## config.mk

```make
export PLATFORM = sky130hd
export DESIGN_NAME = rf_seq_alu
export DESIGN_NICKNAME = d
export VERILOG_FILES = /design/src/rtl/rf_seq_alu_pkg.sv /design/src/rtl/rf_seq_alu_core.sv /design/src/rtl/rf_seq_alu.sv
export SDC_FILE = /design/constraint.sdc
export NUM_CORES = 1
export LEC_CHECK = 0
export CAP_MARGIN = 20
export CELL_PAD_IN_SITES_DETAIL_PLACEMENT = 0
export CELL_PAD_IN_SITES_GLOBAL_PLACEMENT = 1
export CORE_MARGIN = 2
export CORE_UTILIZATION = 40
export CTS_CLUSTER_SIZE = 25
export DETAILED_ROUTE_END_ITERATION = 7
export PLACE_DENSITY = 0.88
export SYNTH_ARGS = -nofsm -noshare
export SYNTH_HDL_FRONTEND = slang
export SYNTH_SLANG_ARGS = --single-unit
```

## constraint.sdc

```tcl
create_clock -name clk -period 4.8 [get_ports clk]
set_input_delay 0.96 -clock clk [delete_from_list [all_inputs] [get_ports clk]]
set_output_delay 0.96 -clock clk [all_outputs]
set_load 0.01 [all_outputs]
```

## src/rtl/rf_seq_alu_pkg.sv

```systemverilog
// Shared types and default widths for the sequenced register-file execute stage.
//   DATA_W / ADDR_W : default operand and register-address widths
//   op_e            : operation encoding carried on in_op (6 and 7 are reserved)
//   state_e         : sequencer states
package rf_seq_alu_pkg;

   localparam int unsigned DATA_W = 32;
   localparam int unsigned ADDR_W = 4;

   typedef enum logic [2:0] {
      OP_ADD = 3'd0,
      OP_SUB = 3'd1,
      OP_AND = 3'd2,
      OP_OR  = 3'd3,
      OP_XOR = 3'd4,
      OP_LI  = 3'd5
   } op_e;

   typedef enum logic [2:0] {
      ST_IDLE = 3'd0,
      ST_RD_A = 3'd1,
      ST_RD_B = 3'd2,
      ST_EXEC = 3'd3,
      ST_WB   = 3'd4
   } state_e;

   // Encodings above OP_LI carry no operation.
   function automatic logic op_reserved(input logic [2:0] op);
      return op > 3'(OP_LI);
   endfunction

endpackage

```

## src/rtl/rf_seq_alu_core.sv

```systemverilog
// Combinational ALU for the execute stage.
//   op     : operation code (register-register ops only; others give 0)
//   a, b   : operands
//   result : a op b, subtraction wraps modulo 2^DATA_W
//   carry  : ADD carry-out / SUB borrow (only with RF_SEQ_ALU_FLAGS_EN)
// Optional feature macro: RF_SEQ_ALU_FLAGS_EN
module rf_seq_alu_core #(
   parameter int unsigned DATA_W = rf_seq_alu_pkg::DATA_W
) (
   input  logic [2:0]        op,
   input  logic [DATA_W-1:0] a,
   input  logic [DATA_W-1:0] b,
   output logic [DATA_W-1:0] result
`ifdef RF_SEQ_ALU_FLAGS_EN
   ,
   output logic              carry
`endif
);
   import rf_seq_alu_pkg::*;

   logic [DATA_W-1:0] sum;
   logic [DATA_W-1:0] diff;

`ifdef RF_SEQ_ALU_FLAGS_EN
   // One extra bit holds ADD carry-out; for SUB it is set exactly when a < b.
   logic [DATA_W:0] sum_x;
   logic [DATA_W:0] diff_x;

   assign sum_x  = {1'b0, a} + {1'b0, b};
   assign diff_x = {1'b0, a} - {1'b0, b};
   assign sum    = sum_x[DATA_W-1:0];
   assign diff   = diff_x[DATA_W-1:0];

   always_comb begin
      carry = 1'b0;
      case (op)
         OP_ADD:  carry = sum_x[DATA_W];
         OP_SUB:  carry = diff_x[DATA_W];
         default: carry = 1'b0;
      endcase
   end
`else
   assign sum  = a + b;
   assign diff = a - b;
`endif

   always_comb begin
      result = '0;
      case (op)
         OP_ADD:  result = sum;
         OP_SUB:  result = diff;
         OP_AND:  result = a & b;
         OP_OR:   result = a | b;
         OP_XOR:  result = a ^ b;
         default: result = '0;
      endcase
   end

endmodule

```

## src/rtl/rf_seq_alu.sv

```systemverilog
// Sequenced execute stage driving a single-port register file.
// Reads rs1 then rs2 over the shared address port, computes, and writes rd.
//   clk, rst          : clock, synchronous active-high reset
//   in_valid/in_ready : operation handshake (in_ready combinational from state)
//   in_op/rd/rs1/rs2  : operation and register numbers; in_imm for LI
//   rf_addr/ren/wen/wdata, rf_rdata : register file port (rdata combinational)
//   done, result      : writeback pulse and last written result
//   flag_z, flag_c    : zero / carry flags (only with RF_SEQ_ALU_FLAGS_EN)
// Optional feature macro: RF_SEQ_ALU_FLAGS_EN
module rf_seq_alu #(
   parameter int unsigned DATA_W = rf_seq_alu_pkg::DATA_W,
   parameter int unsigned ADDR_W = rf_seq_alu_pkg::ADDR_W
) (
   input  logic              clk,
   input  logic              rst,
   input  logic              in_valid,
   output logic              in_ready,
   input  logic [2:0]        in_op,
   input  logic [ADDR_W-1:0] in_rd,
   input  logic [ADDR_W-1:0] in_rs1,
   input  logic [ADDR_W-1:0] in_rs2,
   input  logic [DATA_W-1:0] in_imm,
   output logic [ADDR_W-1:0] rf_addr,
   output logic              rf_ren,
   output logic              rf_wen,
   output logic [DATA_W-1:0] rf_wdata,
   input  logic [DATA_W-1:0] rf_rdata,
   output logic              done,
   output logic [DATA_W-1:0] result
`ifdef RF_SEQ_ALU_FLAGS_EN
   ,
   output logic              flag_z,
   output logic              flag_c
`endif
);
   import rf_seq_alu_pkg::*;

   state_e            state;
   logic [2:0]        op_q;
   logic [ADDR_W-1:0] rd_q;
   logic [ADDR_W-1:0] rs2_q;
   logic [DATA_W-1:0] op_a;
   logic [DATA_W-1:0] op_b;
   logic [DATA_W-1:0] alu_res;
`ifdef RF_SEQ_ALU_FLAGS_EN
   logic              alu_c;
`endif

   assign in_ready = (state == ST_IDLE) && !rst;

   rf_seq_alu_core #(.DATA_W(DATA_W)) u_core (
      .op     (op_q),
      .a      (op_a),
      .b      (op_b),
      .result (alu_res)
`ifdef RF_SEQ_ALU_FLAGS_EN
      ,
      .carry  (alu_c)
`endif
   );

   // Sequencer; RF port outputs are registered alongside the state they belong to.
   always_ff @(posedge clk) begin
      if (rst) begin
         state    <= ST_IDLE;
         op_q     <= '0;
         rd_q     <= '0;
         rs2_q    <= '0;
         op_a     <= '0;
         op_b     <= '0;
         rf_addr  <= '0;
         rf_ren   <= 1'b0;
         rf_wen   <= 1'b0;
         rf_wdata <= '0;
         done     <= 1'b0;
         result   <= '0;
`ifdef RF_SEQ_ALU_FLAGS_EN
         flag_z   <= 1'b0;
         flag_c   <= 1'b0;
`endif
      end else begin
         // Strobes and the port are idle unless the next state drives them.
         rf_addr  <= '0;
         rf_ren   <= 1'b0;
         rf_wen   <= 1'b0;
         rf_wdata <= '0;
         done     <= 1'b0;
         case (state)
            ST_IDLE: begin
               if (in_valid) begin
                  op_q  <= in_op;
                  rd_q  <= in_rd;
                  rs2_q <= in_rs2;
                  if (in_op == 3'(OP_LI)) begin
                     state    <= ST_WB;
                     rf_addr  <= in_rd;
                     rf_wen   <= (in_rd != '0);
                     rf_wdata <= in_imm;
                     done     <= 1'b1;
                     result   <= in_imm;
`ifdef RF_SEQ_ALU_FLAGS_EN
                     flag_z   <= (in_imm == '0);
                     flag_c   <= 1'b0;
`endif
                  end else if (!op_reserved(in_op)) begin
                     state   <= ST_RD_A;
                     rf_addr <= in_rs1;
                     rf_ren  <= 1'b1;
                  end
               end
            end
            ST_RD_A: begin
               op_a    <= rf_rdata;
               rf_addr <= rs2_q;
               rf_ren  <= 1'b1;
               state   <= ST_RD_B;
            end
            ST_RD_B: begin
               op_b  <= rf_rdata;
               state <= ST_EXEC;
            end
            ST_EXEC: begin
               result   <= alu_res;
               rf_addr  <= rd_q;
               rf_wen   <= (rd_q != '0);
               rf_wdata <= alu_res;
               done     <= 1'b1;
`ifdef RF_SEQ_ALU_FLAGS_EN
               flag_z   <= (alu_res == '0);
               flag_c   <= alu_c;
`endif
               state    <= ST_WB;
            end
            ST_WB:   state <= ST_IDLE;
            default: state <= ST_IDLE;
         endcase
      end
   end

endmodule

```

==> impl_metrics.tcl <==
set metrics [dict create \
    gp_weighted_congestion 0.967 \
    insertedDiodeCount 0 \
    drt_iter0_drc 672 \
    timing_hold_violations_final 0 \
    grt.overflow.total 0 \
    finalSetupViolCount 0 \
    timing.critical_path.mode_cell "sky130_fd_sc_hd__o31ai_1" \
    post-synth-top-area-cell "sky130_fd_sc_hd__dfxtp_1" \
    power.total_w 0.00438 \
    final_antenna_net_count 0 \
    clk-insertion-delay-late_ns 0.44 \
    power-per-cell-area_nw_per_um2 375 \
    clock_sink_count 149 \
    final.min_clock_period_ns 4.42 \
    synth.yosys.seq_area_share 0.321 \
    fin_tns_setup_ns 0 \
    die_boundary_height_um 156 \
    adder_and_majority_gate_portion_of_the_synthesized_area 0.131 \
    dr.pass1.iters 5 \
    initial_core_util 0.409 \
    endpoint_kind "register" \
    timing.critical_path.cells "or3_1 -> nor3b_2 -> and3_1 -> nand2_1 -> o31ai_1 -> xnor2_1 -> ha_1 -> nand4_1 -> or4_1 -> a311o_1 -> a211oi_1 -> o31ai_1 -> a31oi_1 -> o22ai_1" \
    finish.instance_area_um2 11700 \
    grt_start_max_net_pins 65 \
    synth_simple_gate_area_frac 0.183 \
    postSynthNetCount 1395 \
    timing.slew.headroom 0.280 \
    placed_area_um2 11100 \
    synth_enable_flop_cells 0 \
    cts-htree-levels 4 \
    ir_worst_vdd_mv 0.204 \
    first_global_vias 8287 \
    wl_per_cell_um 18.4 \
    outcome "completed" \
    tritoncts "built" \
    async_flop_share 0 \
    cts.root.buffer_cell "sky130_fd_sc_hd__clkbuf_16" \
    report.final.slew_viol_count 0 \
    ctsHoldBuffers 0 \
    placement.io_buffers 153 \
    part_of_the_cycle_the_worst_path_needs 0.922 \
    rsz0062_at_grt "no" \
    top_level_ports 154 \
    path_class "register to register" \
    maxCapViolations 0 \
    synth_instances 1216 \
    final_layout_size_suffix_gt1_frac 0.0557 \
    slowest_delay_ns 0.46 \
    antenna_found_initial 0 \
    synth_xor_xnor_area_share 0.0453 \
    avgSynthCellArea_um2 7.64 \
    cp.required_ns 5.09 \
    worst-r2r-setup-slack_ns 0.38 \
    synth.mux.area_fraction 0.00215 \
    critical_path.max_fanout 9 \
    dominant_combinational_cell_family_by_area_after_synthesis "compound AO/OA/AOI/OAI gates" \
    yosys_register_bits 149 \
    post-cts-setup-buffer-count 0 \
    route.vias.total 9071 \
    place_inst 1600 \
    die_w_um 156 \
    synth_top_cells_by_area "sky130_fd_sc_hd__dfxtp_1 (32%), sky130_fd_sc_hd__ha_1 (13%), sky130_fd_sc_hd__a21oi_1 (9.4%)" \
    instances_no_fill 1632 \
    nNetsFinal 1513 \
    data_arrival_time_of_the_critical_path_ns 4.71 \
    post_synth_instance_area_um2 9290 \
    grt_use_total 0.247 \
    start_kind "register" \
    cts_resized 0 \
    power_leakage_nw 4.45 \
    max_clock_freq_ghz 0.226 \
    drc 0 \
    synth-warning-count 0 \
    core_region_area_um2 22700 \
    slowest_stage "sky130_fd_sc_hd__ha_1" \
    worst_pin_slew_ns 1.08 \
    hpwl_mm 23.2 \
    synthToLayoutAreaGrowth_pct 25.6 \
    route.detailed.vias_per_inst 5.56 \
    finalWirelength_mm 30.0 \
    cts-buffers-inserted 17 \
    min_path_type "register to register" \
    maximum_clock_insertion_buffer_count 2 \
    netlist-cell-type-count 61 \
    area_fraction_in_compound_gates_after_synthesis 0.257 \
    grt_pass1_wl_mm 47.3 \
    synthFlopType "sky130_fd_sc_hd__dfxtp_1" \
    clock_tree_skew_after_final_layout_ns 0.0119 \
    std_cell_rows 55 \
    synthDominantCellAreaShare 0.321 \
    clkSlewWorstSetupHoldPaths_ns 0.07 \
    die-area_um2 24500 \
    tightest_hold_margin_ns 0.458 \
]
==> logic make-up after synthesis <==
| family | Yosys count |
|---|---|
| buffers and inverters | 149 |
| muxes | 2 |
| xor gates and xnor gates | 48 |
| adders and majority gates | 97 |
| DFF | 149 |
| AOI/OAI and AO/OA | 384 |
| and+or+nand+nor | 387 |
==> sequential cells by signal (all words and copies together) (netlist names) <==
signal	flops
op_q	3
op_a	32
rs2_q	4
done	1
rf_wdata	32
op_b	32
rf_addr	4
rf_wen	1
state	3
result	32
rf_ren	1
rd_q	4
==> worst max-delay path: cells and delay by family, from the launching register on <==
kind                       cells  cell delay (ns)
DFF                            1             0.36
xor gates and xnor gates       1             0.13
and+or+nand+nor                6             1.87
adders and majority gates      1             0.46
AOI/OAI and AO/OA              6             1.44
==> final timing paths <==
| kind | cells after the start | startpoint | end |
|---|---|---|---|
| setup / recovery | 14 | op_b[2] | result[29] |
| hold / removal | 2 | result[3] | result[3] |
| setup reg to reg | 14 | op_b[2] | result[29] |
| hold reg to reg | 2 | result[3] | result[3] |
==> cell usage in the layout (no fill, tap or decap), drive strengths merged, types with 5 or more instances in the layout <==
cell type      instances
or4                    7
o211ai                 7
a22oi                 38
nor2b                  5
a21o                  16
and3                  10
clkbuf                17
clkdlybuf4s50        152
o31ai                  6
a22o                   6
nand2b                 8
or2                    5
a2bb2oi                6
xnor2                 40
o22ai                 30
nand2                217
o22a                   5
buf                   21
nor2                  76
dfxtp                149
nand3                 14
nand4                  7
inv                   83
o21ai                 31
xor2                   8
a31oi                 18
ha                    96
and2                   8
a211oi                 8
a21oi                175
nor3                  14
a222oi                 5
nor4                   7
==> cells in the mapped netlist (10+ instances only) <==
master and instances:
sky130_fd_sc_hd__nor2_1 76, sky130_fd_sc_hd__a21o_1 16, sky130_fd_sc_hd__and3_1 10, sky130_fd_sc_hd__a22oi_1 38, sky130_fd_sc_hd__a21oi_1 175, sky130_fd_sc_hd__nand2_1 217
sky130_fd_sc_hd__ha_1 96, sky130_fd_sc_hd__a31oi_1 18, sky130_fd_sc_hd__clkbuf_1 68, sky130_fd_sc_hd__o22ai_1 30, sky130_fd_sc_hd__xnor2_1 40, sky130_fd_sc_hd__o21ai_0 31
sky130_fd_sc_hd__nand3_1 14, sky130_fd_sc_hd__inv_1 75, sky130_fd_sc_hd__dfxtp_1 149, sky130_fd_sc_hd__nor3_1 14
==> per-stage QoR <==
| stage | setup slack, ns | util |
|---|---|---|
| floorplan | 0.884 | - |
| global placement | 0.393 | 0.487 |
| detailed placement | 0.277 | 0.488 |
| CTS | 0.215 | 0.514 |
| global route | 0.150 | 0.514 |
| finish | 0.375 | 0.514 |
==> metal layers <==
layer / wire (um) / global-route usage / vias up
li1: - / - / 4505
met1: 14900 / 0.373 / 4277
met2: 12900 / 0.370 / 268
met3: 1890 / 0.0366 / 21
met4: 370 / 0.0555 / 0
met5: 0 / 0 / -
==> final cells by class <==
cell class	count	area, um^2
clock buffers	17	425
well taps	285	357
repair buffers	173	1690
clock inverters	15	161
flip-flops and latches	149	2980
inverters	75	282
multi-input cells	918	5770
fillers	2199	11000
==> power breakdown <==
part / leakage, nW / internal [W] / switching [W]
Clock: 0.275 / 0.000696 / 0.000649
Combinational: 2.97 / 0.000674 / 0.00100
Sequential: 1.21 / 0.00129 / 0.0000612
(Power assumes the default switching activity.)
